**src/rtl/range_tracker.sv**
```systemverilog
// range_tracker: tracks min/max/count of valid samples over a go..finish sequence and reports range = max - min.
module range_tracker #(
  parameter int WIDTH = 8,
  parameter int CNT_WIDTH = 8,
  parameter bit SIGNED = 1'b0
) (
  input  logic                 clock,
  input  logic                 reset,
  input  logic [WIDTH-1:0]     data_in,
  input  logic                 valid,
  input  logic                 go,
  input  logic                 finish,
  output logic [WIDTH-1:0]     range,
  output logic [WIDTH-1:0]     min_out,
  output logic [WIDTH-1:0]     max_out,
  output logic [CNT_WIDTH-1:0] count,
  output logic                 done,
  output logic                 error
);
  localparam logic [1:0] IDLE = 2'd0, RUN = 2'd1, ERR = 2'd2;
  logic [1:0] state;
  logic [WIDTH-1:0] mn, mx, nmn, nmx;
  logic [CNT_WIDTH-1:0] cnt, ncnt;
  logic lt_min, gt_max, full, start;
  always_comb begin
    lt_min = SIGNED ? ($signed(data_in) < $signed(mn)) : (data_in < mn);
    gt_max = SIGNED ? ($signed(data_in) > $signed(mx)) : (data_in > mx);
    nmn = (valid && lt_min) ? data_in : mn;
    nmx = (valid && gt_max) ? data_in : mx;
    ncnt = cnt + CNT_WIDTH'(valid);
    full = cnt == '1;
    start = go && !finish;
  end
  assign error = state == ERR;
  // IDLE and ERROR share the restart rule; only IDLE reaches ERROR via finish, ERROR just stays
  always_ff @(posedge clock) begin
    if (reset) begin
      state <= IDLE;
      mn <= '0;
      mx <= '0;
      cnt <= '0;
      range <= '0;
      min_out <= '0;
      max_out <= '0;
      count <= '0;
      done <= 1'b0;
    end else begin
      done <= 1'b0;
      if (state != RUN) begin
        if (start) begin
          mn <= data_in;
          mx <= data_in;
          cnt <= CNT_WIDTH'(1);
          state <= RUN;
        end else if (finish) state <= ERR;
      end else if (go || (valid && full)) state <= ERR;
      else begin
        mn <= nmn;
        mx <= nmx;
        cnt <= ncnt;
        if (finish) begin
          range <= nmx - nmn;
          min_out <= nmn;
          max_out <= nmx;
          count <= ncnt;
          done <= 1'b1;
          state <= IDLE;
        end
      end
    end
  end
endmodule

```
**config.mk**
```make
export PLATFORM = sky130hd
export DESIGN_NAME = range_tracker
export DESIGN_NICKNAME = d
export VERILOG_FILES = /design/src/rtl/range_tracker.sv
export SDC_FILE = /design/constraint.sdc
export NUM_CORES = 1
export LEC_CHECK = 0
export ABC_AREA = 1
export CORE_ASPECT_RATIO = 1.25
export CORE_MARGIN = 3
export CORE_UTILIZATION = 40
export CTS_CLUSTER_SIZE = 14
export DETAILED_ROUTE_END_ITERATION = 12
export GPL_TIMING_DRIVEN = 0
export PLACE_DENSITY = 0.62
export SYNTH_ARGS = -nofsm -noshare
export SYNTH_HDL_FRONTEND = slang
export SYNTH_SLANG_ARGS = --single-unit
```
**constraint.sdc**
```tcl
create_clock -name clock -period 5.2 [get_ports clock]
set_input_delay 1.04 -clock clock [delete_from_list [all_inputs] [get_ports clock]]
set_output_delay 1.04 -clock clock [all_outputs]
set_load 0.05 [all_outputs]
```
==> results_dict.tcl, run 1 <==
set metrics [dict create \
    outcome "completed" \
    max_clock_freq_mhz 248 \
    cp_max_stage_delay_ns 0.63 \
    synthToLayoutAreaGrowth_pct 24.3 \
    synth_cells 439 \
    tritoncts "built" \
    cp_num_cells 17 \
    num-nets-final 534 \
    syn_area_sq_mm 0.00330 \
    synthMostInstantiatedCell "nand2_1" \
    insertedDiodeCount 0 \
    netlist_top_cells_area "dfxtp_1 (36%), nand2_1 (9.5%), ha_1 (9.1%)" \
    ant_nets 0 \
    post_drt_via_cell_ratio 5.28 \
    numCtsBuffers 9 \
    dpl_cell_area_sq_mm 0.00388 \
    report.power.total_uw 1230 \
    worstPathMaxFanout 7 \
    timing_hold_violations_final 0 \
    netlist.area_leader.share_pct 35.8 \
    finalSetupViolCount 0 \
    crit_slowest_cell "clkdlybuf4s50_1" \
    grt_pass1_vias 3032 \
    post_cts_hold_buffer_count 0 \
    reg2regPathDepth 18 \
    worst_ir_drop_on_vdd_mv 0.135 \
    grt_pass1_wl_um 14700 \
    grt_max_degree 13 \
    cts.htree.levels 3 \
    syn-mean-instance-area_sq_um 7.52 \
    yosysWarnings 0 \
    globalRouteTotalUtil_pct 20.3 \
    top_level_ports 47 \
    numPortBuffers 46 \
    first_pass_iters 4 \
    power.static_leakage_uw 0.00174 \
    wirelength_um 8980 \
    netlist-cell-type-count 41 \
    clock_path_buffers 2 \
    synth-async-reset-ratio_pct 0 \
    worstPathBufferInverterCount 2 \
    timing.hold.worst.class "reg -> reg" \
    worst_pin_slew_ns 0.576 \
    setup-tns-final_ns 0 \
    synth_enable_flop_cells 0 \
    setup_repair_after_global_routing_missed_its_margin "false" \
    dr_total_vias 3146 \
    die_area_sq_mm 0.00939 \
    synth.largest_area_cell "dfxtp_1" \
    critical_path.top_delay_family "adder cells" \
    synth.ff_latch_count 59 \
    grt_antenna_before_repair 0 \
    worstSetupPathType "in -> reg" \
    synth_commonest_cells "nand2_1 (84), dfxtp_1 (59), nand3_1 (43), inv_1 (41), nor2_1 (34)" \
    dieHeight_um 108 \
    cts.sinks 59 \
    path_cells "clkdlybuf4s50_1 -> ha_1 -> nand2_1 -> nor2_1 -> a21oi_1 -> nand2_2 -> nand2_1 -> o21a_1 -> inv_1 -> ha_1 -> fa_1 -> o21ai_0 -> a21oi_1 -> nor2_1 -> nor2_1 -> xor2_1 -> a21oi_1" \
    endpoint_type_of_the_worst_setup_path "flop" \
    wl_per_cell_um 15.1 \
    worstSkewPairLatency_ns 0.35 \
    drt_first_iter_violations 169 \
    clk_pin_slew_ns 0.08 \
    final_worst_path_cycle_share_pct 77.7 \
    critical_path_required_ns 5.44 \
    clockRootBuffer "clkbuf_8" \
    hpwl_um 6700 \
    design.core.area_sq_mm 0.00793 \
    finalWorstPathRequiredPeriod_ns 4.04 \
    place.gp.congestion 0.912 \
    effective_utilization_at_floorplan_pct 41.7 \
    portion_of_the_post_synthesis_area_used_by_sequential_elements_pct 35.8 \
    power.density_mw_per_mm2 299 \
    hold_ws_ns 0.468 \
    cts-resized-gates 0 \
    drv_cap 0 \
    final.setup_skew_ns 0.00975 \
    layout.core_utilization_pct 51.8 \
    fin_area_sq_mm 0.00411 \
    worst_setup_path_start_kind "input pin" \
    slew-limit-headroom_pct 61.6 \
    number_of_instances_on_the_worst_hold_path 2 \
    crit_arrival_ns 4.28 \
    slew_viol_final 0 \
    postSynth.topFlopCell "dfxtp_1" \
    layout_cell_share_with_drive_strength_beyond_1_pct 10.8 \
    dieWidth_um 87.3 \
    cts_post_setup_buffers_inserted 0 \
    grt.overflow.total 0 \
    route.detailed.drc 0 \
    synthesis.nets 477 \
    rows 36 \
]
==> layout by cell type (no fill, tap or decap), types with 11 or more instances in the layout <==
| cell | n |
|---|---|
| nor2_1 | 34 |
| a31oi_1 | 11 |
| clkdlybuf4s50_1 | 46 |
| dfxtp_1 | 59 |
| o21ai_0 | 30 |
| nand3_1 | 43 |
| inv_1 | 41 |
| ha_1 | 24 |
| nand2_1 | 84 |
| a21oi_1 | 30 |
==> cell families after synthesis <==
family | after synthesis | share of synthesized area [%]
XOR/XNOR | 11 | 2.92
buffers and inverters | 64 | 8.86
adder cells (fa/ha/maj) | 25 | 9.70
AO/OA/AOI/OAI | 102 | 18.4
flip-flops | 59 | 35.8
AND/OR/NAND/NOR | 178 | 24.4
==> metrics by stage <==
| stage | std cells | setup WS [ns] |
|---|---|---|
| floorplan | 439 | 1.70 |
| global placement | 580 | 0.891 |
| detailed placement | 580 | 0.843 |
| CTS | 596 | 1.20 |
| global route | 596 | 0.931 |
| finish | 596 | 1.16 |
==> area by class of cell <==
type | instances | area, sq um
Multi-Input combinational cell | 316 | 1830
Clock inverter | 7 | 100
Inverter | 45 | 174
Timing Repair Buffer | 46 | 460
Sequential cell | 59 | 1180
Tap cell | 95 | 119
Clock buffer | 9 | 124
Fill cell | 783 | 3820
Buffer | 19 | 119
==> per-layer routing <==
layer / wire length (um) / up-vias / GRT usage [%] / part of all wire, %
li1: - / 1586 / - / -
met1: 3940 / 1455 / 25.4 / 44
met2: 4270 / 83 / 32.7 / 48
met3: 423 / 22 / 4.06 / 4.7
met4: 347 / 0 / 10.5 / 3.9
met5: 0 / - / 0 / 0
==> flip-flops by register name, summed over array words and instances, names as in the netlist <==
name and cells:
mn 8, count 8, state 2, cnt 8, range 8, max_out 8
done 1, mx 8, min_out 8
==> path summary, 6_finish.rpt <==
kind / endpoint / start / slack (ns)
max: range[6]$_SDFFE_PP0P_ / data_in[3] / 1.16
min: count[5]$_SDFFE_PP0P_ / count[5]$_SDFFE_PP0P_ / 0.47
max reg2reg: range[6]$_SDFFE_PP0P_ / mn[7]$_SDFFE_PP0P_ / 2.04
min reg2reg: count[5]$_SDFFE_PP0P_ / count[5]$_SDFFE_PP0P_ / 0.47
==> worst min-delay path: cells and delay by family (launching register included) <==
| family | cells | cell delay [ns] |
|---|---|---|
| compound gates | 1 | 0.05 |
| flops | 1 | 0.31 |
| simple gates | 1 | 0.06 |
==> power breakdown <==
part	leakage (uW)	internal, uW	total (uW)	switching, uW
Clock	0.000114	274	481	207
Sequential	0.000479	466	473	7.70
Combinational	0.00114	103	275	173
Total	0.00174	842	1230	387
Note: power is estimated with default switching activity, not from simulation.
==> inputs of run 2 (changes only) <==
==> constraint.sdc (replaced) <==
create_clock -name clock -period 4.13 [get_ports clock]
set_input_delay 0.826 -clock clock [delete_from_list [all_inputs] [get_ports clock]]
set_output_delay 0.826 -clock clock [all_outputs]
set_load 0.05 [all_outputs]
==> results of run 2 <==
Same layout as run 1 (identical final DEF). Status: completed.
Among the figures that moved: setup slack after placement 0.843 ns -> -0.0128 ns; setup slack after layout 1.16 ns -> 0.304 ns; register-to-register setup slack 2.04 ns -> 0.97 ns; total power 1230 uW -> 1550 uW; worst IR drop on VDD 0.135 mV -> 0.171 mV
